### src/rtl/nr_fetch_pkg.sv
// nr_fetch_pkg: shared types and constants for the nr_fetch_pc fetch stage.
//   state_t        : fetch-stage control states (FETCH, DRAIN, HOLD, HALTED)
//   pc_sel_t       : next-PC source selector used by nr_next_pc
//   NR_HALT_OPCODE : halt instruction pattern, all ones, sliced to INSTR_W
//                    by the user (only acted on when NR_FETCH_HALT_EN is set)
//   NR_ADDR_W / NR_INSTR_W : default widths
package nr_fetch_pkg;

  localparam int unsigned NR_ADDR_W  = 8;
  localparam int unsigned NR_INSTR_W = 8;

  // Wide all-ones constant so any INSTR_W up to 64 can take a slice of it.
  localparam logic [63:0] NR_HALT_OPCODE = '1;

  typedef enum logic [1:0] {
    FETCH  = 2'd0,
    DRAIN  = 2'd1,
    HOLD   = 2'd2,
    HALTED = 2'd3
  } state_t;

  typedef enum logic [1:0] {
    PC_HOLD    = 2'd0,
    PC_INC     = 2'd1,
    PC_TARGET  = 2'd2,
    PC_PENDING = 2'd3
  } pc_sel_t;

endpackage

### src/rtl/nr_fetch_pc_next_pc.sv
// nr_next_pc: combinational next-PC selection for the fetch stage.
// Ports:
//   pc          in  ADDR_W  current PC
//   flux_target in  ADDR_W  redirect target
//   pending     in  ADDR_W  redirect target saved while draining
//   sel         in  pc_sel_t  source select (hold / +1 / target / pending)
//   next_pc     out ADDR_W  selected next PC (increment wraps mod 2^ADDR_W)
module nr_next_pc
  import nr_fetch_pkg::*;
#(
  parameter int unsigned ADDR_W = NR_ADDR_W
) (
  input  logic [ADDR_W-1:0] pc,
  input  logic [ADDR_W-1:0] flux_target,
  input  logic [ADDR_W-1:0] pending,
  input  pc_sel_t           sel,
  output logic [ADDR_W-1:0] next_pc
);

  always_comb begin
    next_pc = pc;
    unique case (sel)
      PC_HOLD:    next_pc = pc;
      PC_INC:     next_pc = pc + ADDR_W'(1);
      PC_TARGET:  next_pc = flux_target;
      PC_PENDING: next_pc = pending;
      default:    next_pc = pc;
    endcase
  end

endmodule

### src/rtl/nr_fetch_pc.sv
// nr_fetch_pc: program counter and instruction-fetch stage.
// Issues req/ack fetches to instruction memory, presents one instruction at a
// time to decode over valid/ready, and restarts at a redirect target on flux.
// Build option: NR_FETCH_HALT_EN adds a HALTED state entered when the halt
// opcode is transferred to decode; without it halted is tied low.
// Ports:
//   clk, rst            clock; synchronous active-high reset
//   flux, flux_target   taken-flow redirect request and target
//   imem_req, imem_addr fetch request/address (address stable until ack)
//   imem_ack, imem_data memory response
//   instr_valid, instr_ready  handshake toward decode
//   instr, instr_pc     held instruction and its address
//   halted              fetch stopped on halt opcode
module nr_fetch_pc
  import nr_fetch_pkg::*;
#(
  parameter int unsigned          ADDR_W   = NR_ADDR_W,
  parameter int unsigned          INSTR_W  = NR_INSTR_W,
  parameter logic [ADDR_W-1:0]    RESET_PC = '0
) (
  input  logic               clk,
  input  logic               rst,
  input  logic               flux,
  input  logic [ADDR_W-1:0]  flux_target,
  output logic               imem_req,
  output logic [ADDR_W-1:0]  imem_addr,
  input  logic               imem_ack,
  input  logic [INSTR_W-1:0] imem_data,
  output logic               instr_valid,
  input  logic               instr_ready,
  output logic [INSTR_W-1:0] instr,
  output logic [ADDR_W-1:0]  instr_pc,
  output logic               halted
);

  state_t              state, state_n;
  pc_sel_t             pc_sel;
  logic [ADDR_W-1:0]   pc, pc_n;
  logic [ADDR_W-1:0]   pending, pending_n;
  logic                load_instr;
  logic                clr_valid;
  logic                halt_hit;

  nr_next_pc #(.ADDR_W(ADDR_W)) u_next_pc (
    .pc          (pc),
    .flux_target (flux_target),
    .pending     (pending),
    .sel         (pc_sel),
    .next_pc     (pc_n)
  );

`ifdef NR_FETCH_HALT_EN
  assign halt_hit = (instr == NR_HALT_OPCODE[INSTR_W-1:0]);
  assign halted   = (state == HALTED);
`else
  assign halt_hit = 1'b0;
  assign halted   = 1'b0;
`endif

  // Request is decoded from state but forced low during reset so an
  // outstanding fetch is visibly abandoned in the reset cycle.
  assign imem_req  = !rst && ((state == FETCH) || (state == DRAIN));
  assign imem_addr = pc;

  always_comb begin
    state_n    = state;
    pc_sel     = PC_HOLD;
    pending_n  = pending;
    load_instr = 1'b0;
    clr_valid  = 1'b0;
    unique case (state)
      FETCH: begin
        if (imem_ack && !flux) begin
          load_instr = 1'b1;
          pc_sel     = PC_INC;
          state_n    = HOLD;
        end else if (imem_ack && flux) begin
          pc_sel     = PC_TARGET;
        end else if (flux) begin
          pending_n  = flux_target;
          state_n    = DRAIN;
        end
      end
      DRAIN: begin
        // Wrong-path word still in flight; keep the request up until it
        // lands, remembering only the most recent redirect.
        if (flux) pending_n = flux_target;
        if (imem_ack) begin
          pc_sel  = flux ? PC_TARGET : PC_PENDING;
          state_n = FETCH;
        end
      end
      HOLD: begin
        if (flux) begin
          clr_valid = 1'b1;
          pc_sel    = PC_TARGET;
          state_n   = FETCH;
        end else if (instr_ready) begin
          clr_valid = 1'b1;
          state_n   = halt_hit ? HALTED : FETCH;
        end
      end
`ifdef NR_FETCH_HALT_EN
      HALTED: begin
        if (flux) begin
          pc_sel  = PC_TARGET;
          state_n = FETCH;
        end
      end
`endif
      default: state_n = FETCH;
    endcase
  end

  always_ff @(posedge clk) begin
    if (rst) begin
      state       <= FETCH;
      pc          <= RESET_PC;
      pending     <= '0;
      instr_valid <= 1'b0;
      instr       <= '0;
      instr_pc    <= '0;
    end else begin
      state   <= state_n;
      pc      <= pc_n;
      pending <= pending_n;
      if (load_instr) begin
        instr       <= imem_data;
        instr_pc    <= pc;
        instr_valid <= 1'b1;
      end else if (clr_valid) begin
        instr_valid <= 1'b0;
      end
    end
  end

endmodule

### config.mk
export PLATFORM = sky130hd
export DESIGN_NAME = nr_fetch_pc
export DESIGN_NICKNAME = d
export VERILOG_FILES = /design/src/rtl/nr_fetch_pkg.sv /design/src/rtl/nr_fetch_pc_next_pc.sv /design/src/rtl/nr_fetch_pc.sv
export SDC_FILE = /design/constraint.sdc
export NUM_CORES = 1
export LEC_CHECK = 0
export CORE_MARGIN = 5
export CORE_UTILIZATION = 36
export CTS_CLUSTER_DIAMETER = 60
export DETAILED_ROUTE_END_ITERATION = 7
export DONT_BUFFER_PORTS = 1
export PLACE_DENSITY_LB_ADDON = 0.25
export SLEW_MARGIN = 20
export SYNTH_ARGS = -nofsm -noshare
export SYNTH_HDL_FRONTEND = slang
export SYNTH_HIERARCHICAL = 1
export SYNTH_SLANG_ARGS = --single-unit
### constraint.sdc
create_clock -name clk -period 1.85 [get_ports clk]
set_input_delay 0.4625 -clock clk [delete_from_list [all_inputs] [get_ports clk]]
set_output_delay 0.4625 -clock clk [all_outputs]
set_load 0.03 [all_outputs]
# Word-level counts from Yosys, hierarchy flattened
# Index checks and enable logic that the tools add are counted.
dict set report classes {
  addsub 1
  n_eq_ne 11
  reduce_logical 12
  muxes 25
}
# op n
set ops {}
lappend ops {{$mux W8} 3}
lappend ops {{$pmux W8 S3} 1}
lappend ops {{$mux W2} 10}
lappend ops {{$pmux W8 S2} 1}
lappend ops {{$pmux W2 S3} 2}
lappend ops {{$add A8 B1 Y8 const B} 1}
lappend ops {{$mux W1} 8}
lappend ops {{$eq A2 B2 Y1 const B} 3}
lappend ops {{$ne A2 B2 Y1 const B} 3}
lappend ops {{$ne A3 B3 Y1 const B} 2}
lappend ops {{$eq A2 B1 Y1 const B} 2}
lappend ops {{$logic_not A2 Y1} 2}
lappend ops {{$reduce_and A4 Y1} 1}
lappend ops {{$reduce_bool A2 Y1} 2}
lappend ops {{$logic_and A1 B1 Y1} 3}
lappend ops {{$ne A3 B2 Y1 const B} 1}
lappend ops {{$reduce_and A3 Y1} 1}
lappend ops {{$logic_not A1 Y1} 2}
lappend ops {{$logic_or A1 B1 Y1} 1}
dict set report totals {
  in_bits 21
  output_inout_bits 27
  word_cells 55
  ff_bits 35
}

# Logic depth before layout (Yosys ltp)
dict set report depth {
  word_depth 6
  ltp_mapped 9
  depth_no_buf 6
}

# By module
# The synthesis kept the hierarchy.
# module seq_area_each_um2 area_per_inst_um2 cells_each instances
set by_module_without_submodules {}
lappend by_module_without_submodules {nr_fetch_pc 700.7 1315.0 143 1}
lappend by_module_without_submodules {nr_next_pc 0.0 392.9 49 1}

# Least setup slack after synthesis
# Ideal clock, no wire load.
dict set report synth_path {
  path_kind {reg2reg}
  start {reg state[1]}
  end {reg pc[1], in the netlist imem_addr[1]}
  path_slack_ns 0.024
  stages_incl_launch_ff 7
  path_buffers 2
  arrival_time_ns 1.699
  period_less_slack_ns 1.826
  path_cell_list {dfxtp_1 -> buf_2 -> o22ai_1 -> a21oi_1 -> buf_6 -> mux4_2 -> nor2b_1}
}
dict set report synth_between {
  elab_chain_cells 4
  elab_cells_between_ends 9
  classes_between {eq/ne (5); mux (2); reduce/logical (2)}
}
# item line_no
set synth_rtl {}
lappend synth_rtl {{start, declared} nr_fetch_pc.sv:36} ;# state_t state, state_n;
lappend synth_rtl {{start signal, assigned} nr_fetch_pc.sv:124} ;# state <= state_n;
lappend synth_rtl {{$eq A2 B2 Y1 (tied with other cells)} nr_fetch_pc.sv:71} ;# unique case (state)
lappend synth_rtl {{$pmux W2 S3 *} nr_fetch_pc.sv:71}
lappend synth_rtl {{named net pc_sel[1]} nr_fetch_pc.sv:37} ;# pc_sel_t pc_sel;
lappend synth_rtl {{$eq A2 B2 Y1 / $eq A2 B1 Y1 (equally long branches)} nr_fetch_pc_next_pc.sv:22} ;# unique case (sel)
lappend synth_rtl {{$pmux W8 S3 *} nr_fetch_pc_next_pc.sv:22}
lappend synth_rtl {{named net pc_n[1]} nr_fetch_pc.sv:38} ;# logic [ADDR_W-1:0] pc, pc_n;
lappend synth_rtl {{end signal, assigned} nr_fetch_pc.sv:125} ;# pc <= pc_n;
lappend synth_rtl {{end, declared} nr_fetch_pc.sv:38}
# Mark *: on every way through the listed nets, which the timed path passes. The rest lies on a longest branch.
# A chain may end at the register's enable or synchronous reset.

# Worst setup path in the final report
dict set report layout_path {
  start {reg state[1]}
  end {reg pc[5], in the netlist imem_addr[5]}
}
# Same word-level chain as after synthesis.

==> key figures <==
Outcome
  – Status: complete, no violations

Clock network
  – CTS resizes: 0
  – Worst-skew pair later-pin latency: 0.28 ns
  – Clock slew at reported path FFs: around 0.070 ns
  – CTS tree: done
  – Post CTS Setup Buffer Count: 0
  – Hold Buf Count CTS: 0
  – Htree depth: 2
  – Clk Tree Root Cell: clkbuf_8
  – CTS Buffer Depth: 2
  – Clock Sinks: 35
  – Num CTS Buffers: 5

Floorplan
  – Core area: 0.00466 mm²
  – Die Height: 78.9 µm
  – Die ar.: roughly 0.0062 mm²
  – Cell Rows: 25
  – Top Ports: 48
  – Initial Util: a little over a third
  – Die Wd: 78.9 µm

Synth
  – Syn Nets: about 210
  – Predominant post-synthesis flop cell: dfxtp_1
  – Compound-Gate Fraction of Synth Area: between 15 and 20%
  – Flop and latch count out of synthesis: 35
  – Dominant cell type by area after synthesis: dfxtp_1
  – Post-synthesis mux area share: 9.38%
  – Most common cell in the netlist: dfxtp_1
  – Ys Warns: 6
  – Syn avg cell area: 8.90 µm²
  – Post-synth EDFFs: 0
  – Top cells by count, synth: dfxtp_1 (35), nand2_1 (34), a21oi_1 (20)
  – Synth top area cells: dfxtp_1 (41%), nand2_1 (7.5%), nand2b_1 (6.6%)
  – Main combinational cell family by area after synthesis: simple AND/OR/NAND/NOR gates
  – Synth cell types: 44
  – Adder-cell share of the synthesized area: 0.733%
  – Synth Area in XOR/XNOR: 0%
  – Simple-gate share of the synthesized area: 27.0%
  – Sequential share of the synthesized area: 41.0%
  – Mapped cell area: 0.00171 mm²
  – Synth async-reset ratio: 0%
  – Synth Instances: 192
  – Share of the synthesized area in the top cell type: 41.0%

Timing
  – RSZ-0062 raised after global routing: no
  – Worst hold margin: 0.244 ns
  – Final setup vio count: 0
  – PnR worst setup slack: between 0.15 and 0.2 ns
  – Max-slew violation count: 0
  – Clock period minus worst slack: 1.67 ns
  – Post-route clock period utilization: 90.0%
  – Clock skew: 0.00279 ns
  – Highest Clock Rate: between 600 and 700 MHz
  – Setup TNS: 0 ns
  – Final Hold Fails: 0

Finish
  – Fraction of layout instances using a drive strength above 1: 13.9%
  – Post-route non-filler standard cell count: 255
  – # fillers: ~470
  – Sequential Area: 701 µm²
  – P&R area growth vs syn: 10.3%
  – Final net count: 222
  – Finished Core Util: just over 40%
  – Area of the multi-input gates: 905 µm²
  – Diodes inserted: 0
  – Design Area, Final: 0.00188 mm²

Worst setup path
  – Reg2Reg Depth: 7
  – Worst EP arrival: 1.84 ns
  – End of the critical path: imem_addr[5]$_SDFF_PP0_
  – R2r endpoint: imem_addr[5]$_SDFF_PP0_
  – CP startpoint: state[1]$_SDFFE_PP0P_
  – Setup crit end kind: flop
  – FF-to-FF Start: state[1]$_SDFFE_PP0P_
  – Crit path kind: reg -> reg
  – Critical Path RT: around 2 ns
  – Crit-path max FO: 24
  – Setup slack, reg-to-reg: 0.18 ns
  – Type of origin of the critical path: flop

Pwr
  – Internal: between 1 and 1.5 mW
  – Comb pwr share: 14.7%
  – Power share of the sequential group: ~53%
  – Pwr/cell area: 863 mW/mm²
  – Clk pwr share: 32.5%
  – Leak pwr: 0.693 nW
  – Peak VDD IR: 0.000261 V
  – Total power: around 1.6 mW
  – Sw Share: 27.8%
  – P_sw: ~0.45 mW

Detailed routing
  – DR iter-0 viols: 47
  – Via count: 1318
  – Final WL: 3.71 mm
  – Number of detailed-route iterations in the first pass: 4
  – # DRC: 0
  – Post-DR wirelength/cell: 14.5 µm
  – Post-detailed-route count of antenna-violating nets: 0
  – Number of vias per cell: between 5 and 6

Placement
  – Detailed Place HPWL: 2.61 mm
  – I/O Buffers: 0
  – Setup slack at placement: 0.167 ns
  – Placed insts: 247
  – Dpl cell area: 0.00180 mm²
  – Routability cong.: around 0.78

Min path
  – HP Class: in -> reg

Run
  – Max Cap Viol: 0

Global route
  – GRT Overall Usage: 12.2%
  – Largest net degree at the start of global routing: 45
  – Gr ovfl total: 0
  – Initial antenna violation count: 0
  – Vias in the first global route: around 1200
  – First-pass GRT wire length: 6.02 mm
[power groups by stage]
| stage | Combinational [mW] | Clock, mW | Sequential, mW |
|---|---|---|---|
| after detailed placement | 0.239 | 0 | 0.877 |
| after global routing | 0.264 | 0.581 | 0.864 |
| after global placement | 0.238 | 0 | 0.877 |
| after CTS | 0.241 | 0.549 | 0.860 |
| final | 0.238 | 0.528 | 0.859 |
| after floorplan | 0.182 | 0 | 0.891 |
[cell usage in the layout (no fill, tap or decap), drive strengths merged, types with 2 or more instances in the layout]
cell type	count
dfxtp	35
o22ai	3
mux2	3
nand2b	18
clkbuf	7
nand2	34
a21oi	20
inv	3
a211oi	4
and4	2
o21ai	6
buf	14
mux2i	10
and3	3
nor3b	3
nor2b	10
and2b	2
nor2	5
[worst max-delay path, stage by stage (launching register included)]
cell	delay, ns
dfxtp_1	0.42
o22ai_1	0.11
a21oi_2	0.16
buf_12	0.18
mux2_1	0.33
o22ai_1	0.18
a221oi_2	0.05
nor2b_1	0.13
[flip-flops by register name (all words and copies together) (netlist names)]
register	cells
instr_valid	1
instr_pc	8
state	2
imem_addr	8
instr	8
pending	8
[cells by family after synthesis]
family,after synthesis
mux,14
buf+inv,16
fa+ha+maj,1
compound gates,42
flops,35
simple gates,83
other cells,1
[worst min-delay path by stage]
stage,slack (ns),from,endpoint,cells after the start
finish,0.24,rst,instr_pc[0]$_SDFFE_PP0P_,1
global route,0.22,rst,instr_pc[0]$_SDFFE_PP0P_,1
CTS,0.23,rst,imem_addr[0]$_SDFF_PP0_,1
detailed placement,0.46,pending[1]$_SDFFE_PP0P_,pending[1]$_SDFFE_PP0P_,2
global placement,0.46,pending[0]$_SDFFE_PP0P_,pending[0]$_SDFFE_PP0P_,2
floorplan,0.44,pending[0]$_SDFFE_PP0P_,pending[0]$_SDFFE_PP0P_,2
[routing by layer]
metal	GRT usage (%)	part of all wire [%]	vias to the layer above
li1	-	-	681
met1	14.9	45	601
met2	19.9	46	34
met3	4.42	7.5	2
met4	4.12	0.78	0
met5	0	0	-
[area by class of cell]
cell class              count  share of cell area, %
multi-input cells         141                   48.0
clock buffers               7                   4.05
clock inverters             1                  0.266
flip-flops and latches     35                   37.2
well taps                  54                   3.59
repair buffers             14                   6.25
inverters                   3                  0.598
Note: power is estimated with default switching activity, not from simulation.
